--- src/rtl/led_seq_pkg.sv ---
// Shared types for the LED sequencer: FSM states, pattern modes and flicker phase indices.
package led_seq_pkg;

    typedef enum logic [1:0] {
        ST_IDLE    = 2'b00,
        ST_COUNT   = 2'b01,
        ST_FLICKER = 2'b10,
        ST_DONE    = 2'b11
    } state_t;

    typedef enum logic [1:0] {
        MODE_ONEHOT = 2'b00,
        MODE_THERM  = 2'b01,
        MODE_BOUNCE = 2'b10,
        MODE_RSVD   = 2'b11
    } mode_t;

    localparam logic [2:0] FLK_ODD  = 3'd0;
    localparam logic [2:0] FLK_EVEN = 3'd1;
    localparam logic [2:0] FLK_MOD1 = 3'd2;
    localparam logic [2:0] FLK_MOD2 = 3'd3;
    localparam logic [2:0] FLK_MOD0 = 3'd4;
    localparam logic [2:0] FLK_ALL  = 3'd5;

endpackage

--- src/rtl/led_pattern_gen.sv ---
// Combinational decode of sequencer state, latched mode, position and flicker phase
// into the LED bar pattern.
module led_pattern_gen
    import led_seq_pkg::*;
#(
    parameter int N_LEDS = 10,
    parameter int POS_W  = 4
) (
    input  state_t             state,
    input  mode_t              mode,
    input  logic [POS_W-1:0]   pos,
    input  logic [2:0]         flk,
    output logic [N_LEDS-1:0]  pattern
);

    // Reserved mode 11 falls through to one-hot, as does bounce.
    always_comb begin
        pattern = '0;
        unique case (state)
            ST_COUNT: begin
                for (int i = 0; i < N_LEDS; i++) begin
                    if (mode == MODE_THERM)
                        pattern[i] = (POS_W'(i) <= pos);
                    else
                        pattern[i] = (POS_W'(i) == pos);
                end
            end
            ST_FLICKER: begin
                for (int i = 0; i < N_LEDS; i++) begin
                    case (flk)
                        FLK_ODD:  pattern[i] = ((i % 2) == 1);
                        FLK_EVEN: pattern[i] = ((i % 2) == 0);
                        FLK_MOD1: pattern[i] = ((i % 3) == 1);
                        FLK_MOD2: pattern[i] = ((i % 3) == 2);
                        FLK_MOD0: pattern[i] = ((i % 3) == 0);
                        default:  pattern[i] = 1'b1;
                    endcase
                end
            end
            ST_DONE:  pattern = '1;
            default:  pattern = '0;
        endcase
    end

endmodule

--- src/rtl/led_sequencer.sv ---
// Step-driven LED bar sequencer: count/bounce run, flicker loops, then done.
// Optional PWM dimming via the brightness port when LED_SEQUENCER_PWM_EN is defined.
module led_sequencer
    import led_seq_pkg::*;
#(
    parameter int N_LEDS        = 10,
    parameter int FLICKER_LOOPS = 2
) (
    input  logic              clk,
    input  logic              reset,
    input  logic              step,
    input  logic              restart,
    input  logic [1:0]        mode,
`ifdef LED_SEQUENCER_PWM_EN
    input  logic [3:0]        brightness,
`endif
    output logic [N_LEDS-1:0] leds,
    output logic              done
);

    localparam int POS_W = $clog2(N_LEDS);
    localparam logic [POS_W-1:0] POS_LAST = POS_W'(N_LEDS - 1);

    state_t             state, state_n;
    mode_t              mode_q, mode_n;
    logic [POS_W-1:0]   pos, pos_n;
    logic               dir_down, dir_down_n;
    logic [2:0]         flk, flk_n;
    logic [3:0]         loop_cnt, loop_cnt_n;
    logic [N_LEDS-1:0]  pattern;

    always_comb begin
        state_n    = state;
        mode_n     = mode_q;
        pos_n      = pos;
        dir_down_n = dir_down;
        flk_n      = flk;
        loop_cnt_n = loop_cnt;
        if (restart) begin
            state_n    = ST_IDLE;
            pos_n      = '0;
            dir_down_n = 1'b0;
            flk_n      = FLK_ODD;
            loop_cnt_n = '0;
        end else if (step) begin
            unique case (state)
                ST_IDLE: begin
                    mode_n     = mode_t'(mode);
                    pos_n      = '0;
                    dir_down_n = 1'b0;
                    state_n    = ST_COUNT;
                end
                ST_COUNT: begin
                    if (mode_q == MODE_BOUNCE) begin
                        if (!dir_down) begin
                            if (pos == POS_LAST) begin
                                dir_down_n = 1'b1;
                                pos_n      = pos - POS_W'(1);
                            end else begin
                                pos_n = pos + POS_W'(1);
                            end
                        end else if (pos == '0) begin
                            state_n    = ST_FLICKER;
                            flk_n      = FLK_ODD;
                            loop_cnt_n = '0;
                        end else begin
                            pos_n = pos - POS_W'(1);
                        end
                    end else if (pos == POS_LAST) begin
                        state_n    = ST_FLICKER;
                        flk_n      = FLK_ODD;
                        loop_cnt_n = '0;
                    end else begin
                        pos_n = pos + POS_W'(1);
                    end
                end
                ST_FLICKER: begin
                    // Repeat passes restart at the even phase, not the odd one.
                    if (flk != FLK_ALL) begin
                        flk_n = flk + 3'd1;
                    end else if ((int'(loop_cnt) + 1) < FLICKER_LOOPS) begin
                        flk_n      = FLK_EVEN;
                        loop_cnt_n = loop_cnt + 4'd1;
                    end else begin
                        state_n = ST_DONE;
                    end
                end
                default: state_n = state;
            endcase
        end
    end

    // Decode the next state so the registered LEDs change on the same edge as the FSM.
    led_pattern_gen #(
        .N_LEDS (N_LEDS),
        .POS_W  (POS_W)
    ) u_pattern (
        .state   (state_n),
        .mode    (mode_n),
        .pos     (pos_n),
        .flk     (flk_n),
        .pattern (pattern)
    );

`ifdef LED_SEQUENCER_PWM_EN
    logic [3:0] pwm_cnt;
    logic       pwm_on;

    assign pwm_on = (pwm_cnt < brightness) || (brightness == 4'hF);

    always_ff @(posedge clk or negedge reset) begin
        if (!reset)
            pwm_cnt <= '0;
        else
            pwm_cnt <= pwm_cnt + 4'd1;
    end
`endif

    always_ff @(posedge clk or negedge reset) begin
        if (!reset) begin
            state    <= ST_IDLE;
            mode_q   <= MODE_ONEHOT;
            pos      <= '0;
            dir_down <= 1'b0;
            flk      <= FLK_ODD;
            loop_cnt <= '0;
            leds     <= '0;
            done     <= 1'b0;
        end else begin
            state    <= state_n;
            mode_q   <= mode_n;
            pos      <= pos_n;
            dir_down <= dir_down_n;
            flk      <= flk_n;
            loop_cnt <= loop_cnt_n;
`ifdef LED_SEQUENCER_PWM_EN
            leds     <= pattern & {N_LEDS{pwm_on}};
`else
            leds     <= pattern;
`endif
            done     <= (state_n == ST_DONE);
        end
    end

endmodule

--- config.mk ---
export PLATFORM = sky130hd
export DESIGN_NAME = led_sequencer
export DESIGN_NICKNAME = d
export VERILOG_FILES = /design/src/rtl/led_seq_pkg.sv /design/src/rtl/led_pattern_gen.sv /design/src/rtl/led_sequencer.sv
export SDC_FILE = /design/constraint.sdc
export NUM_CORES = 1
export LEC_CHECK = 0
export CORE_MARGIN = 5
export CORE_UTILIZATION = 30
export CTS_BUF_LIST = sky130_fd_sc_hd__clkbuf_8
export CTS_CLUSTER_DIAMETER = 30
export DETAILED_ROUTE_END_ITERATION = 10
export PLACE_DENSITY = 0.44
export SLEW_MARGIN = 10
export SYNTH_ARGS = -nofsm -noshare
export SYNTH_HDL_FRONTEND = slang
export SYNTH_SLANG_ARGS = --single-unit
--- constraint.sdc ---
create_clock -name clk -period 4.2 [get_ports clk]
set_input_delay 0.84 -clock clk [delete_from_list [all_inputs] [get_ports clk]]
set_output_delay 0.84 -clock clk [all_outputs]
set_load 0.01 [all_outputs]
# Word level (Yosys, flattened, before mapping)

Cells that the tools add are included.

$add $sub $neg: 5
Order comparisons: 11
Equality and inequality tests: 28
Muxes and demuxes: 61
Reduce and logical (&&, ||, !) cells: 15

Operators with widths:

| cell                                                          | number |
|---|---|
| 2-to-1 mux 4 bit                                              | 15 |
| case mux 10 bit (3 select lines)                              | 1 |
| 2-to-1 mux 3 bit                                              | 8 |
| 2-to-1 mux 2 bit                                              | 11 |
| 2-to-1 mux 1 bit                                              | 21 |
| OR reduction 3 bit                                            | 6 |
| equality test 3 x 4 -> 1 bit, first input constant            | 4 |
| less-or-equal comparator 3 x 4 -> 1 bit, first input constant | 4 |
| case mux 4 bit (2 select lines)                               | 2 |
| inequality test 3 bit, second input constant                  | 4 |
| inequality test 4 bit, second input constant                  | 3 |
| adder 4 x 1 -> 4 bit, second input constant                   | 2 |
| equality test 2 bit, second input constant                    | 4 |
| equality test 2 x 4 -> 1 bit, first input constant            | 2 |
| equality test 4 bit, first input constant                     | 2 |
| less-or-equal comparator 1 x 4 -> 1 bit, first input constant | 2 |
| less-or-equal comparator 2 x 4 -> 1 bit, first input constant | 2 |
| less-or-equal comparator 4 bit, first input constant          | 2 |
| logical NOT 4 bit                                             | 2 |
| AND reduction 7 bit                                           | 1 |
| equality test 2 x 1 -> 1 bit, second input constant           | 3 |
| equality test 3 x 2 -> 1 bit, second input constant           | 2 |
| case mux 2 bit (3 select lines)                               | 1 |
| case mux 3 bit (2 select lines)                               | 1 |
| 14 further kinds                                              | 15 |

Bits in registers: 27
Output and inout bits: 11
Logic and storage cells: 128

# Depth between registers and ports, before layout

Gate-level depths: netlist (run 1).

Word-level depth: 11
Mapped depth: 11
Mapped depth without buffers: 10

# Hierarchy

From an unflattened synthesis (run 1), not the netlist that was laid out.

Cell total of the unflattened synthesis: 189
Area, all modules: 1746.7 um^2

By module, submodules not included:

| module          | instances | cells each | area each (um^2) |
|---|---|---|---|
| led_sequencer   | 1         | 133        | 1380.1 |
| led_pattern_gen | 1         | 56         | 366.6 |

# Least setup slack after synthesis (run 1)

No wires, ideal clock.

Path kind: input -> register
Start point: input step
End point: register leds[2]
Setup time: 0.101 ns
Data arrival time: 2.375 ns
Path slack: 1.724 ns
Cell stages on the path: 7
Cells stage by stage: buf_2 > nand2_1 > a2111oi_0 > a221oi_1 > o211ai_1 > and3b_1 > o32ai_1

Cells in the longest elaborated chain, start to end: 6
Elaborated cells between the ends (all ways): 21
Classes of those cells: order compare (1); eq/ne (7); mux (11); reduce/logical (2)

RTL lines:

| item                                                                                            | line                  | RTL |
|---|---|---|
| start: declaration                                                                              | led_sequencer.sv:11   | `input logic step,` |
| parallel branches: the longest is 5 deep, another holds less-or-equal comparator 2 x 4 -> 1 bit | -                     |  |
| case mux 10 bit (3 select lines) (*)                                                            | led_pattern_gen.sv:19 | `unique case (state)` |
| named net pattern[2]                                                                            | led_sequencer.sv:30   | `logic [N_LEDS-1:0] pattern;` |
| end signal: assignment                                                                          | led_sequencer.sv:139  | `leds <= pattern;` |
| end: declaration                                                                                | led_sequencer.sv:17   | `output logic [N_LEDS-1:0] leds,` |

Mark *: on every way through the listed nets, which the timed path passes.
A chain may end at the register's enable or synchronous reset.

# Worst setup path after layout (run 1)

Ends and elaborated chain as after synthesis.

==> results of run 1 <==
==> per-layer routing <==
metal / vias to the layer above / share of wire
met1: 834 / 0.47
met3: 4 / 0.051
met2: 47 / 0.47
met4: 0 / 0.0074
li1: 837 / -
met5: - / 0
==> cell families (layout without fill, tap and decap cells) <==
logic type | count (synthesis) | count (layout) | synth area share
and+or+nand+nor | 81 | 81 | 0.230
AOI/OAI and AO/OA | 67 | 67 | 0.258
adders and majority gates | 11 | 11 | 0.0696
DFF | 27 | 27 | 0.342
muxes | 7 | 7 | 0.0411
xor gates and xnor gates | 1 | 1 | 0.00443
buffers and inverters | 24 | 38 | 0.0550
==> power by group <==
| group | internal [uW] | switching (uW) |
|---|---|---|
| sequential | 268 | 7.34 |
| combinational | 35.2 | 61.8 |
| clock | 67.5 | 89.7 |
| total | 370 | 159 |
==> worst max-delay path by stage <==
stage / endpoint / start / slack (ps) / cells after the start
finish: leds[2]$_DFF_PN0_ / step / 1140 / 7
global route: leds[9]$_DFF_PN0_ / step / 990 / 7
detailed placement: leds[2]$_DFF_PN0_ / step / 840 / 7
floorplan: leds[2]$_DFF_PN0_ / step / 1720 / 7
global placement: leds[5]$_DFF_PN0_ / step / 930 / 7
CTS: leds[2]$_DFF_PN0_ / step / 1150 / 7
==> stage by stage <==
stage	instances	hold WS [ps]	util
floorplan	218	469	-
global placement	305	488	0.345
detailed placement	305	497	0.345
CTS	309	522	0.353
global route	309	557	0.353
finish	309	515	0.353
==> critical path: cells and delay by family <==
kind | cells | cell delay [ps]
AO/OA/AOI/OAI | 4 | 1250
buffers and inverters | 1 | 650
AND/OR/NAND/NOR | 2 | 500
==> flip-flops by register name (all words and copies together), names as in the netlist <==
name,count
mode_q,2
state,2
pos,4
dir_down,1
leds,10
done,1
flk,3
loop_cnt,4
==> cell type report <==
class                   instances  area (sq um)
clock buffers                   3          41.3
repair buffers                 19           183
fillers                       653          4130
inverters                      15          56.3
well taps                      77          96.3
clock inverters                 1          7.51
flip-flops and latches         27           676
multi-input cells             167          1190
==> cell usage in the layout, fill, tap and decap left out, types with 3 or more instances in the layout <==
| master | n |
|---|---|
| a31oi_1 | 6 |
| nand2_1 | 11 |
| o21ai_0 | 8 |
| clkbuf_8 | 3 |
| nor3_1 | 4 |
| nand3_1 | 6 |
| clkdlybuf4s50_1 | 16 |
| and2_1 | 5 |
| nor2b_1 | 3 |
| o22ai_1 | 3 |
| buf_4 | 3 |
| a21oi_1 | 11 |
| nand2b_1 | 4 |
| ha_1 | 11 |
| dfrtp_1 | 27 |
| o211ai_1 | 6 |
| nor2_1 | 21 |
| mux2i_1 | 4 |
| nor4b_1 | 3 |
| o31ai_1 | 5 |
| inv_1 | 13 |
| and3_1 | 4 |
==> summary.md, run 1 <==
| Metric | Value |
|---|---|
| Crit path launch type | `input port` |
| Async set-or-reset flop fraction in the synthesized netlist | `1.00` |
| Final nets | `250` |
| Busiest layer in global routing | `met2` |
| Syn_nets | `235` |
| Hold EP | `loop_cnt[3]$_DFFE_PN0P_` |
| Fin. max-slew vios | `0` |
| Flop-to-flop setup slack | `roughly 1400 ps` |
| Num CTS Buffers | `3` |
| Clk sink count | `27` |
| Count leader, synth | `dfrtp_1` |
| WP data required | `about 4400 ps` |
| Core Area | `between 6000 and 7000 sq um` |
| Leak pwr | `between 0.0009 and 0.001 uW` |
| Sequential share of the synthesized area | `0.342` |
| First-pass GRT wire length | `9060 microns` |
| Clock Latency Late Sink | `280 ps` |
| Overall Power | `roughly 530 uW` |
| Gate Count Post-Synth | `about 220` |
| Die height | `91.2 microns` |
| Deepest clock path buffer count | `2` |
| Share of layout cells above drive strength 1 | `0.0991` |
| Top Ports | `17` |
| Initial antenna violation count | `0` |
| Synth Flop Type | `dfrtp_1` |
| Dpl hpwl | `between 3000 and 4000 microns` |
| Critical Path, Cell by Cell | `clkdlybuf4s50_1, nand2_1, a2111oi_0, a221oi_1, o211ai_1, and3b_1, o32ai_1` |
| Synth area leaders | `dfrtp_1 34%, ha_1 7.0%, nor2_1 4.0%, a21oi_1 2.8%, inv_1 2.5%` |
| Peak supply drop | `roughly 140 uV` |
| Max_cap viols | `0` |
| Hold depth | `1` |
| Initial DRC Count | `approximately 170` |
| Crit path time final | `3060 ps` |
| # resized after CTS | `0` |
| Post-Route WL | `between 5000 and 6000 microns` |
| Slowest CP cell | `clkdlybuf4s50_1` |
| Layout Skew | `approximately 4.1 ps` |
| Setup bufs post-CTS | `0` |
| Root Buffer | `clkbuf_8` |
| Total gr overflow | `0` |
| Period utilization | `0.729` |
| Final Cell Area | `2250 sq um` |
| Routed WL per cell | `approximately 17 microns` |
| DIE AREA | `slightly above 8000 sq um` |
| Die extent in x | `between 90 and 100 microns` |
| CP Capture Type | `flip-flop` |
| Dominant cell type by area after synthesis | `dfrtp_1` |
| Status | `complete, no violations` |
| Vias | `between 1,500 and 2,000` |
| CTS Hold Bufs | `0` |
| Hold_sp | `loop_cnt[3]$_DFFE_PN0P_` |
| Synth top area share | `0.342` |
| Distinct cells, synth | `66` |
| Post-synth top cells | `27 x dfrtp_1, 21 x nor2_1, 13 x inv_1` |
| RD Place Congestion | `0.838` |
| FMAX | `between 300 and 400 MHz` |
| Met2 global-route usage | `0.218` |
| Placed cell area | `~2200 sq um` |
| Met3 usage | `0.0281` |
| Core Rows | `29` |
| Reg2reg start | `pos[0]$_DFF_PN0_` |
| WP data arrival | `3240 ps` |
| GRT Resource Usage Total | `0.132` |
| DRC viols | `0` |
| Rel. slew slack | `0.527` |
| Post-synthesis cell area | `~2000 sq um` |
| Vias in the first global route | `~1,800` |
| Met1 global-route usage | `0.178` |
| Initial Util | `0.310` |
| Slew @ Worst Pin | `about 700 ps` |
| Dpl ws | `between 800 and 900 ps` |
| Final WS setup | `between 1000 and 1500 ps` |
| Mean Syn Cell Area | `approximately 9 sq um` |
| Port Buffers | `16` |
| Sum Neg Setup Slack | `0 ps` |
| FF-to-FF End | `leds[2]$_DFF_PN0_` |
| FF+latch count, synth | `27` |
| Post-synth EDFFs | `0` |
| CP peak stage delay | `roughly 650 ps` |
| Finish-stage setup viols | `0` |
| ANT nets after route | `0` |
| Ys Warns | `0` |
| PwrDens | `235 nW/um^2` |
| Worst hold path class | `reg2reg` |
| Critical Path Fanout Max | `10` |
| Initial DRT Pass Iterations | `4` |
| CTS tree | `done` |
| Ant. Diodes | `0` |
| Unrepaired setup endpoints after global routing | `false` |
| Final hold vios | `0` |
| # H-tree levels | `1` |
| R2R depth | `9` |
| Syn-to-layout area delta | `13.9%` |
| Largest net degree at the start of global routing | `28` |
| Vias per cell | `5.57` |
| Clk pin slew, worst setup/hold paths | `roughly 100 ps` |
| Critical setup path kind | `in2reg` |
No activity file was read; power rests on OpenSTA's default activity.
==> inputs of run 2 (changes only) <==
Clock period 4.2 ns to 3 ns, I/O delays scaled along.
==> summary.md, run 2 (synthesis gave the netlist of run 1 again) <==
| Metric | Value |
|---|---|
| Status | `complete, no violations` |
| Unrepaired setup endpoints after global routing | `false` |
| Port Buffers | `16 (unchanged)` |
| Share of layout cells above drive strength 1 | `0.126 (+0.0264)` |
| Worst setup path start | `pos[0]$_DFF_PN0_` |
| Syn-to-layout area delta | `16.6%` |
| Vias | `1,742 (+1.2%)` |
| Deepest clock path buffer count | `2 (unchanged)` |
| Vias in the first global route | `1,767 (-0.62%)` |
| First-pass GRT wire length | `9090 microns (+0.39%)` |
| Num CTS Buffers | `3 (unchanged)` |
| Slew @ Worst Pin | `609 ps (-93.0 ps)` |
| WP data required | `3150 ps (-1230 ps)` |
| Critical setup path kind | `reg2reg` |
| Leak pwr | `0.000967 uW (+3.8%)` |
| Die extent in x | `91.2 microns (unchanged)` |
| Top Ports | `17 (unchanged)` |
| Hold_sp | `loop_cnt[2]$_DFFE_PN0P_` |
| Root Buffer | `clkbuf_8` |
| Critical Path, Cell by Cell | `inv_1, ha_1, nand4bb_1, mux2_4, a2111oi_1, a211o_1, nor2_2, o31ai_1, o31ai_1` |
| Max_cap viols | `0 (unchanged)` |
| Worst path top cell family by delay | `compound AO/OA/AOI/OAI gates` |
| FMAX | `~370 MHz` |
| Peak supply drop | `259 uV (+79%)` |
| Rel. slew slack | `0.594 (+0.0669)` |
| Vias per cell | `5.51 (-1.1%)` |
| Setup bufs post-CTS | `0 (unchanged)` |
| Crit path time final | `about 2700 ps` |
| # H-tree levels | `1 (unchanged)` |
| Crit path launch type | `flip-flop` |
| Die height | `91.2 microns (unchanged)` |
| Initial Util | `0.310 (unchanged)` |
| DRC viols | `0 (unchanged)` |
| CTS tree | `done` |
| Final nets | `257 (+2.8%)` |
| Fin. max-slew vios | `0 (unchanged)` |
| Placed Cells | `312 (+2.3%)` |
| Clk sink count | `27 (unchanged)` |
| Worst hold path class | `reg2reg` |
| Core Rows | `29 (unchanged)` |
| GRT Resource Usage Total | `0.132 (-0.000699)` |
| Clock Latency Late Sink | `280 ps (about the same)` |
| Total gr overflow | `0 (unchanged)` |
| Initial DRC Count | `91 (-47%)` |
| Reg2reg start | `pos[0]$_DFF_PN0_` |
| Layout Skew | `9.25 ps (+5.12 ps)` |
| DIE AREA | `8320 sq um (unchanged)` |
| Largest registers | `leds (10), loop_cnt (4), pos (4)` |
| Commonest non-fill, non-tap cell in the layout | `dfrtp_1` |
| CP peak stage delay | `450 ps (-200 ps)` |
| Final hold vios | `0 (unchanged)` |
| Dpl hpwl | `3950 microns (+1.9%)` |
| Period utilization | `0.902` |
| Routed WL per cell | `16.5 microns (-1.2%)` |
| Clk pin slew, worst setup/hold paths | `100 ps (about the same)` |
| Most common cell on crit path | `o31ai_1` |
| Ant. Diodes | `0 (unchanged)` |
| Sum Neg Setup Slack | `0 ps (unchanged)` |
| Buf+Inv Stages, Crit Path | `1 (unchanged)` |
| Fin cells | `316 (+2.3%)` |
| Core Area | `6390 sq um (unchanged)` |
| Post-Route WL | `5200 microns (+1.0%)` |
| Slowest CP cell | `a2111oi_1` |
| Largest net degree at the start of global routing | `28 (unchanged)` |
| Max reg flops | `10 (unchanged)` |
| ANT nets after route | `0 (unchanged)` |
| Finish-stage setup viols | `0 (unchanged)` |
| Initial DRT Pass Iterations | `4 (unchanged)` |
| RD Place Congestion | `0.824 (-1.6%)` |
| WP data arrival | `2850 ps (-390 ps)` |
| PwrDens | `324 nW/um^2 (+38%)` |
| Initial antenna violation count | `0 (unchanged)` |
| Commonest cells after routing, fill and taps aside | `27 x dfrtp_1, 21 x nor2_1, 16 x clkdlybuf4s50_1, 13 x inv_1` |
| Critical Path Fanout Max | `8 (-2)` |
| Biggest register | `leds` |
| CP Capture Type | `flip-flop` |
## run 2: cell types whose count changed in the layout (fill, tap and decap cells not counted)
| cell | change |
|---|---|
| a2111oi_1 | +1 |
| a2111oi_0 | -1 |
| buf_4 | +7 |
## run 2: repair_timing
item / CTS / global route
setup endpoints to repair: 0 / 1
gates resized for setup: 0 / 1
hold buffers: 0 / 0
## run 2: final cells by class
type | count | area (sq um)
inverter | 15 | 56.3
tap | 77 | 96.3
clock buffer | 3 | 41.3
sequential | 27 | 676
timing repair buffer | 26 | 235
multi-input combinational | 167 | 1190
fill | 658 | 4080
clock inverter | 1 | 7.51
## run 2: path summary, 6_finish.rpt
kind / to / slack [ps] / cells past startpoint
hold reg to reg: loop_cnt[2]$_DFFE_PN0P_ / 520 / 1
min in group asynchronous: leds[1]$_DFF_PN0_ / 700 / 2
hold / removal: loop_cnt[2]$_DFFE_PN0P_ / 520 / 1
setup / recovery: leds[3]$_DFF_PN0_ / 290 / 9
setup reg to reg: leds[3]$_DFF_PN0_ / 290 / 9
max in group asynchronous: loop_cnt[2]$_DFFE_PN0P_ / 2020 / 2
## run 2: metal layers
metal | vias up | GRT usage | part of all wire | routed length [microns]
met5 | - | 0 | 0 | 0
met4 | 0 | 0.0269 | 0.013 | 69
met3 | 6 | 0.0281 | 0.038 | 198
met2 | 37 | 0.212 | 0.46 | 2400
met1 | 844 | 0.182 | 0.49 | 2530
li1 | 855 | - | - | -
## run 2: through the flow
step                      utilization  setup slack (ps)  hold slack (ps)  instance area [sq um]  total power (uW)
after CTS                       0.361               220              525                   2310               763
after floorplan                     -               559              304                   1980               480
after global placement          0.353              20.3              500                   2260               543
final                           0.361               294              520                   2310               747
after detailed placement        0.353              20.9              497                   2260               541
after global routing            0.361              78.9              564                   2310               797
## run 2: where the power goes
part | internal [uW] | switching (uW)
logic | 57.4 | 92.4
registers | 375 | 8.30
clock network | 94.3 | 120
==> inputs of run 3 (changes only) <==
Settings changed: CTS_CLUSTER_DIAMETER 30 to not set.
==> results of run 3 <==
Final layout, timing and power as in run 2 (identical DEF).
